`config.mk`:
```
export PLATFORM = sky130hd
export DESIGN_NAME = a_hub_flat
export DESIGN_NICKNAME = d
export VERILOG_FILES = /design/src/rtl/a_hub_if.sv /design/src/rtl/a_hub.sv /design/src/flat_wrapper.sv
export SDC_FILE = /design/constraint.sdc
export NUM_CORES = 1
export LEC_CHECK = 0
export CORE_MARGIN = 2
export CORE_UTILIZATION = 56
export DETAILED_ROUTE_END_ITERATION = 10
export PLACE_DENSITY = 0.87
export RECOVER_POWER = 25
export SLEW_MARGIN = 10
export SYNTH_ARGS = -nofsm -noshare
export SYNTH_HDL_FRONTEND = slang
export SYNTH_SLANG_ARGS = --single-unit
```
`constraint.sdc`:
```
create_clock -name clk -period 3.3 [get_ports clk]
set_input_delay 0.495 -clock clk [delete_from_list [all_inputs] [get_ports clk]]
set_output_delay 0.495 -clock clk [all_outputs]
set_load 0.03 [all_outputs]
```
`src/rtl/a_hub_if.sv`:
```
// Handshake bundle between the hub and its two peers b and c.
// The hub side uses the slave modport; a peer model (or bench) uses master.
interface a_hub_if #(
  parameter int B_W   = 4,
  parameter int C_W   = 13,
  parameter int SEQ_W = 5
);
  logic [B_W-1:0]       b_a_dat;
  logic                 b_a_vld;
  logic                 a_b_rdy;

  logic [SEQ_W+B_W-1:0] a_c_dat;
  logic                 a_c_vld;
  logic                 c_a_rdy;

  logic [C_W-1:0]       c_a_dat;
  logic                 c_a_vld;
  logic                 a_c_rdy;

  logic [SEQ_W+C_W-1:0] a_b_dat;
  logic                 a_b_vld;
  logic                 b_a_rdy;

  modport slave (
    input  b_a_dat, b_a_vld, c_a_rdy, c_a_dat, c_a_vld, b_a_rdy,
    output a_b_rdy, a_c_dat, a_c_vld, a_c_rdy, a_b_dat, a_b_vld
  );

  modport master (
    output b_a_dat, b_a_vld, c_a_rdy, c_a_dat, c_a_vld, b_a_rdy,
    input  a_b_rdy, a_c_dat, a_c_vld, a_c_rdy, a_b_dat, a_b_vld
  );
endinterface

```
`src/rtl/a_hub.sv`:
```
// Peer hub: two independent tagged elastic FIFOs (b->c and c->b) with
// per-input handshake-protocol checking, a sticky error flag and an idle flag.
module a_hub_chan #(
  parameter int W     = 4,
  parameter int SEQ_W = 5,
  parameter int DEPTH = 4
) (
  input  logic               clk,
  input  logic               rst_n,
  input  logic [W-1:0]       in_dat_i,
  input  logic               in_vld_i,
  output logic               in_rdy_o,
  output logic [SEQ_W+W-1:0] out_dat_o,
  output logic               out_vld_o,
  input  logic               out_rdy_i,
  output logic               empty_o,
  output logic               viol_o
);
  localparam int AW = $clog2(DEPTH);
  localparam int OW = SEQ_W + W;

  logic [OW-1:0]    mem_q [DEPTH];
  logic [AW-1:0]    wr_ptr_q, wr_ptr_d;
  logic [AW-1:0]    rd_ptr_q, rd_ptr_d;
  logic [AW:0]      cnt_q, cnt_d;
  logic [SEQ_W-1:0] tag_q, tag_d;
  logic             stall_q, stall_d;
  logic [W-1:0]     hist_q;

  logic full, empty, push, pop;

  assign full  = (cnt_q == (AW+1)'(DEPTH));
  assign empty = (cnt_q == '0);
  // A full FIFO refuses the word even when a pop frees a slot this cycle.
  assign push  = in_vld_i & ~full;
  assign pop   = out_rdy_i & ~empty;

  assign in_rdy_o  = ~full;
  assign out_vld_o = ~empty;
  assign out_dat_o = mem_q[rd_ptr_q];
  assign empty_o   = empty;

  // A stalled word must be held unchanged until it is accepted.
  assign viol_o = stall_q & (~in_vld_i | (in_dat_i != hist_q));

  always_comb begin
    wr_ptr_d = wr_ptr_q + AW'(push);
    rd_ptr_d = rd_ptr_q + AW'(pop);
    tag_d    = tag_q + SEQ_W'(push);
    stall_d  = in_vld_i & full;
    cnt_d    = cnt_q;
    case ({push, pop})
      2'b10:   cnt_d = cnt_q + 1'b1;
      2'b01:   cnt_d = cnt_q - 1'b1;
      default: cnt_d = cnt_q;
    endcase
  end

  always_ff @(posedge clk or negedge rst_n) begin
    if (!rst_n) begin
      wr_ptr_q <= '0;
      rd_ptr_q <= '0;
      cnt_q    <= '0;
      tag_q    <= '0;
      stall_q  <= 1'b0;
      hist_q   <= '0;
    end else begin
      wr_ptr_q <= wr_ptr_d;
      rd_ptr_q <= rd_ptr_d;
      cnt_q    <= cnt_d;
      tag_q    <= tag_d;
      stall_q  <= stall_d;
      hist_q   <= in_dat_i;
    end
  end

  // Storage carries no reset; occupancy alone decides what is valid.
  always_ff @(posedge clk) begin
    if (push) begin
      mem_q[wr_ptr_q] <= {tag_q, in_dat_i};
    end
  end
endmodule

module a_hub #(
  parameter int B_W   = 4,
  parameter int C_W   = 13,
  parameter int SEQ_W = 5,
  parameter int DEPTH = 4
) (
  input  logic    clk,
  input  logic    rst_n,
  a_hub_if.slave  hub,
  input  logic    top_a_clr,
  output logic    a_out_err,
  output logic    a_out_idle
);
  logic empty_bc, empty_cb;
  logic viol_bc, viol_cb;
  logic err_q, err_d;

  a_hub_chan #(
    .W     (B_W),
    .SEQ_W (SEQ_W),
    .DEPTH (DEPTH)
  ) u_bc (
    .clk       (clk),
    .rst_n     (rst_n),
    .in_dat_i  (hub.b_a_dat),
    .in_vld_i  (hub.b_a_vld),
    .in_rdy_o  (hub.a_b_rdy),
    .out_dat_o (hub.a_c_dat),
    .out_vld_o (hub.a_c_vld),
    .out_rdy_i (hub.c_a_rdy),
    .empty_o   (empty_bc),
    .viol_o    (viol_bc)
  );

  a_hub_chan #(
    .W     (C_W),
    .SEQ_W (SEQ_W),
    .DEPTH (DEPTH)
  ) u_cb (
    .clk       (clk),
    .rst_n     (rst_n),
    .in_dat_i  (hub.c_a_dat),
    .in_vld_i  (hub.c_a_vld),
    .in_rdy_o  (hub.a_c_rdy),
    .out_dat_o (hub.a_b_dat),
    .out_vld_o (hub.a_b_vld),
    .out_rdy_i (hub.b_a_rdy),
    .empty_o   (empty_cb),
    .viol_o    (viol_cb)
  );

  // A new violation takes priority over a clear arriving in the same cycle.
  always_comb begin
    err_d = err_q;
    if (viol_bc | viol_cb) begin
      err_d = 1'b1;
    end else if (top_a_clr) begin
      err_d = 1'b0;
    end
  end

  always_ff @(posedge clk or negedge rst_n) begin
    if (!rst_n) begin
      err_q <= 1'b0;
    end else begin
      err_q <= err_d;
    end
  end

  assign a_out_err  = err_q;
  assign a_out_idle = empty_bc & empty_cb;
endmodule

```
`src/flat_wrapper.sv`:
```
// flat-port wrapper written by rule: the top's interface ports become plain ports
module a_hub_flat 
#(
  parameter int B_W   = 4,
  parameter int C_W   = 13,
  parameter int SEQ_W = 5,
  parameter int DEPTH = 4
)
  (clk, rst_n, top_a_clr, a_out_err, a_out_idle, hub_b_a_dat, hub_b_a_vld, hub_c_a_rdy, hub_c_a_dat, hub_c_a_vld, hub_b_a_rdy, hub_a_b_rdy, hub_a_c_dat, hub_a_c_vld, hub_a_c_rdy, hub_a_b_dat, hub_a_b_vld);
  a_hub_if #(.B_W(B_W), .C_W(C_W), .SEQ_W(SEQ_W)) hub_i ();
  input  logic clk;
  input  logic rst_n;
  input  logic top_a_clr;
  output logic a_out_err;
  output logic a_out_idle;
  input wire logic [$bits(hub_i.b_a_dat)-1:0] hub_b_a_dat;
  input wire logic [$bits(hub_i.b_a_vld)-1:0] hub_b_a_vld;
  input wire logic [$bits(hub_i.c_a_rdy)-1:0] hub_c_a_rdy;
  input wire logic [$bits(hub_i.c_a_dat)-1:0] hub_c_a_dat;
  input wire logic [$bits(hub_i.c_a_vld)-1:0] hub_c_a_vld;
  input wire logic [$bits(hub_i.b_a_rdy)-1:0] hub_b_a_rdy;
  output wire logic [$bits(hub_i.a_b_rdy)-1:0] hub_a_b_rdy;
  output wire logic [$bits(hub_i.a_c_dat)-1:0] hub_a_c_dat;
  output wire logic [$bits(hub_i.a_c_vld)-1:0] hub_a_c_vld;
  output wire logic [$bits(hub_i.a_c_rdy)-1:0] hub_a_c_rdy;
  output wire logic [$bits(hub_i.a_b_dat)-1:0] hub_a_b_dat;
  output wire logic [$bits(hub_i.a_b_vld)-1:0] hub_a_b_vld;
  assign hub_i.b_a_dat = hub_b_a_dat;
  assign hub_i.b_a_vld = hub_b_a_vld;
  assign hub_i.c_a_rdy = hub_c_a_rdy;
  assign hub_i.c_a_dat = hub_c_a_dat;
  assign hub_i.c_a_vld = hub_c_a_vld;
  assign hub_i.b_a_rdy = hub_b_a_rdy;
  assign hub_a_b_rdy = hub_i.a_b_rdy;
  assign hub_a_c_dat = hub_i.a_c_dat;
  assign hub_a_c_vld = hub_i.a_c_vld;
  assign hub_a_c_rdy = hub_i.a_c_rdy;
  assign hub_a_b_dat = hub_i.a_b_dat;
  assign hub_a_b_vld = hub_i.a_b_vld;
  a_hub #(.B_W(B_W), .C_W(C_W), .SEQ_W(SEQ_W), .DEPTH(DEPTH)) u_core (.clk(clk), .rst_n(rst_n), .hub(hub_i), .top_a_clr(top_a_clr), .a_out_err(a_out_err), .a_out_idle(a_out_idle));
endmodule
```
==> flow_metrics.py <==
metrics = {
    "placement": {
        "gp_congestion": 0.772,
        "placement.io_buffers": 56,
        "place_area_mm2": 0.00648,
        "dp.cells": 470,
        "dp_hpwl_mm": 6.76,
    },
    "sta": {
        "maxSlewViolCount": 0,
        "fin_crit_ns": 3.05,
        "rsz0062_at_grt": "no",
        "tightest_slew_ns": 1.03,
        "whs_ns": 0.151,
        "max_slew_margin_pct": 31.3,
        "finClkSkew_ns": 0.00509,
        "fin_tns_setup_ns": 0,
        "finalCritPeriodShare_pct": 92.3,
        "setup_viol": 0,
        "timing.fmax_mhz": 328,
        "hold_viol": 0,
    },
    "cts": {
        "cts_made_buffers": 17,
        "ctsHoldBuffers": 0,
        "h-tree-depth": 4,
        "cts_num_sinks": 152,
        "post_cts_resize_count": 0,
        "cts_tree": "done",
        "insertion_delay_ns": 0.53,
        "path_clk_slew_ns": 0.06,
        "cts-root-buf": "clkbuf_8",
        "post_cts_buffers": 0,
        "clockBufferDepth": 2,
    },
    "detailed_routing": {
        "drt_first_pass_iters": 4,
        "ant_nets": 0,
        "drc": 0,
        "vias": 2802,
        "drt-total-wl_mm": 10.8,
        "first_iter_violations": 226,
        "routedWlPerCell_um": 21.5,
        "vias_per_cell": 5.58,
    },
    "logic_synthesis": {
        "ys_types": 24,
        "netlist_area_mm2": 0.00569,
        "avgSynthCellArea_um2": 20.6,
        "syn_nets": 312,
        "yosysSeqAreaShare_pct": 76.3,
        "synth_cells": 276,
        "ys_warn_count": 0,
        "synth_seq_cells": 152,
    },
    "global_route": {
        "grt_pass1_vias": 3053,
        "antenna_found_initial": 0,
        "overflow": 0,
        "grt_usage_pct": 22.0,
        "grt_max_degree": 45,
        "grt_pass1_wl_mm": 17.2,
    },
    "cells_and_area": {
        "final_area_mm2": 0.00710,
        "drive_gt1_share_pct": 19.8,
        "num_antenna_cells": 0,
        "mostFrequentLayoutCell": "edfxtp_1",
        "areaGrowthSynthToFinish_pct": 24.7,
        "finalNonFillerCells": 502,
        "fillers": 605,
        "final_cell_mix": "108 x edfxtp_1, 44 x dfrtp_1, 38 x clkdlybuf4s50_1",
        "nNetsFinal": 392,
    },
    "floorplanning": {
        "die_w_um": 105,
        "io_pins": 57,
        "die_area_mm2": 0.0110,
        "die_h_um": 105,
        "rows": 36,
        "start_util_pct": 58.0,
        "core_mm2": 0.00982,
    },
    "worst_setup_path": {
        "critPathLaunchType": "flip-flop",
        "path_buf_inv": 1,
        "cp_max_fo": 10,
        "required_ns": 2.80,
        "critPathTopFamily": "flip-flops",
        "worst_ep_arrival_time_ns": 2.55,
        "path_cells": "mux4_2 -> clkdlybuf4s50_1",
        "critPathSlowestCell": "dfrtp_1",
        "cp-startpoint": "u_core.u_bc.rd_ptr_q[0]$_DFF_PN0_",
        "slowest_delay_ns": 0.77,
        "critical_path_class": "flip-flop to output port",
        "r2r_start": "u_core.u_cb.cnt_q[0]$_DFFE_PN0P_",
        "cp-end-kind": "output port",
    },
    "power": {
        "p_leak_nw": 2.58,
        "cellPowerDensity_mw_per_mm2": 1020,
        "ir_worst_vdd_v": 0.000486,
    },
    "hold_path": {
        "hp-class": "primary input to asynchronous set/reset pin",
    },
    "outcome": {
        "status": "finished clean",
    },
    "run": {
        "cap_violations": 0,
    },
}
## registers in the layout, indices dropped and copies added (netlist names)
name	flops
u_core.u_cb.mem_q	72
u_core.u_cb.rd_ptr_q	2
u_core.u_bc.tag_q	5
u_core.u_bc.rd_ptr_q	2
u_core.u_cb.stall_q	1
u_core.a_out_err	1
u_core.u_bc.mem_q	36
u_core.u_bc.cnt_q	3
u_core.u_bc.hist_q	4
u_core.u_cb.wr_ptr_q	2
u_core.u_cb.cnt_q	3
u_core.u_cb.hist_q	13
u_core.u_cb.tag_q	5
u_core.u_bc.wr_ptr_q	2
u_core.u_bc.stall_q	1
## per-layer routing
| layer | routed length, um | share of wire (%) | track usage, % | up-vias |
|---|---|---|---|---|
| met5 | 0 | 0 | 0 | - |
| met1 | 4380 | 41 | 28.3 | 1456 |
| met2 | 5450 | 51 | 34.2 | 93 |
| li1 | - | - | - | 1232 |
| met3 | 682 | 6.3 | 7.55 | 21 |
| met4 | 282 | 2.6 | 10.2 | 0 |
## through the flow
step                setup WS (ns)  power (mW)  util, %
finish                      0.253        7.25     72.3
global route               0.0951        7.57     72.3
CTS                         0.187        7.32     72.3
detailed placement          0.793        5.31     66.0
global placement            0.846        5.20     66.0
floorplan                   0.510        4.37        -
## synthesized netlist by cell type
cell / number / area share [%]
fa_1: 2 / 0.70
and2_1: 4 / 0.44
xor2_1: 13 / 2.0
nor3_1: 3 / 0.26
nor2_1: 5 / 0.33
buf_4: 1 / 0.13
a221o_1: 1 / 0.18
nand4_1: 3 / 0.33
mux2i_1: 2 / 0.35
and3_1: 4 / 0.44
dfrtp_1: 44 / 19
nor2b_1: 1 / 0.11
edfxtp_1: 108 / 57
or3_1: 2 / 0.22
nand2_1: 3 / 0.20
nand3_1: 5 / 0.44
buf_2: 3 / 0.26
clkbuf_1: 2 / 0.13
ha_1: 10 / 2.2
or4_1: 1 / 0.13
inv_1: 8 / 0.53
mux4_2: 27 / 11
xnor2_1: 20 / 3.1
nor3b_1: 4 / 0.53
## kinds of logic after synthesis
| family | after synthesis | share of synthesized area [%] |
|---|---|---|
| DFF | 152 | 76.3 |
| and+or+nand+nor | 35 | 3.43 |
| xor gates and xnor gates | 33 | 5.08 |
| muxes | 29 | 11.0 |
| buffers and inverters | 14 | 1.06 |
| adders and majority gates | 12 | 2.90 |
| AOI/OAI and AO/OA | 1 | 0.176 |
## worst paths after layout
check                           slack [ns]  cells past startpoint                                to
worst min-delay path                  0.15                      1  u_core.u_bc.cnt_q[0]$_DFFE_PN0P_
worst max register to register        1.12                     10  u_core.u_cb.cnt_q[2]$_DFFE_PN0P_
max in group asynchronous             2.52                      1   u_core.u_cb.hist_q[8]$_DFF_PN0_
worst min register to register        0.50                      1  u_core.u_bc.cnt_q[2]$_DFFE_PN0P_
min in group clk                      0.50                      1  u_core.u_bc.cnt_q[2]$_DFFE_PN0P_
worst max-delay path                  0.25                      2                    hub_a_c_dat[6]
## report_power, final
part | switching [mW] | total [mW] | internal, mW | leakage (nW)
Clock | 0.745 | 1.98 | 1.23 | 0.292
Combinational | 1.25 | 2.30 | 1.05 | 0.775
Sequential | 0.346 | 2.97 | 2.63 | 1.51
Total | 2.34 | 7.25 | 4.91 | 2.58
## final cells by class
cell class | instances | area [um^2] | area share, %
flip-flops and latches | 152 | 4340 | 61.2
multi-input cells | 110 | 1300 | 18.3
repair buffers | 67 | 638 | 8.99
clock buffers | 18 | 418 | 5.89
clock inverters | 14 | 200 | 2.82
well taps | 133 | 166 | 2.34
inverters | 8 | 30.0 | 0.423
No activity file was read; power rests on OpenSTA's default activity.
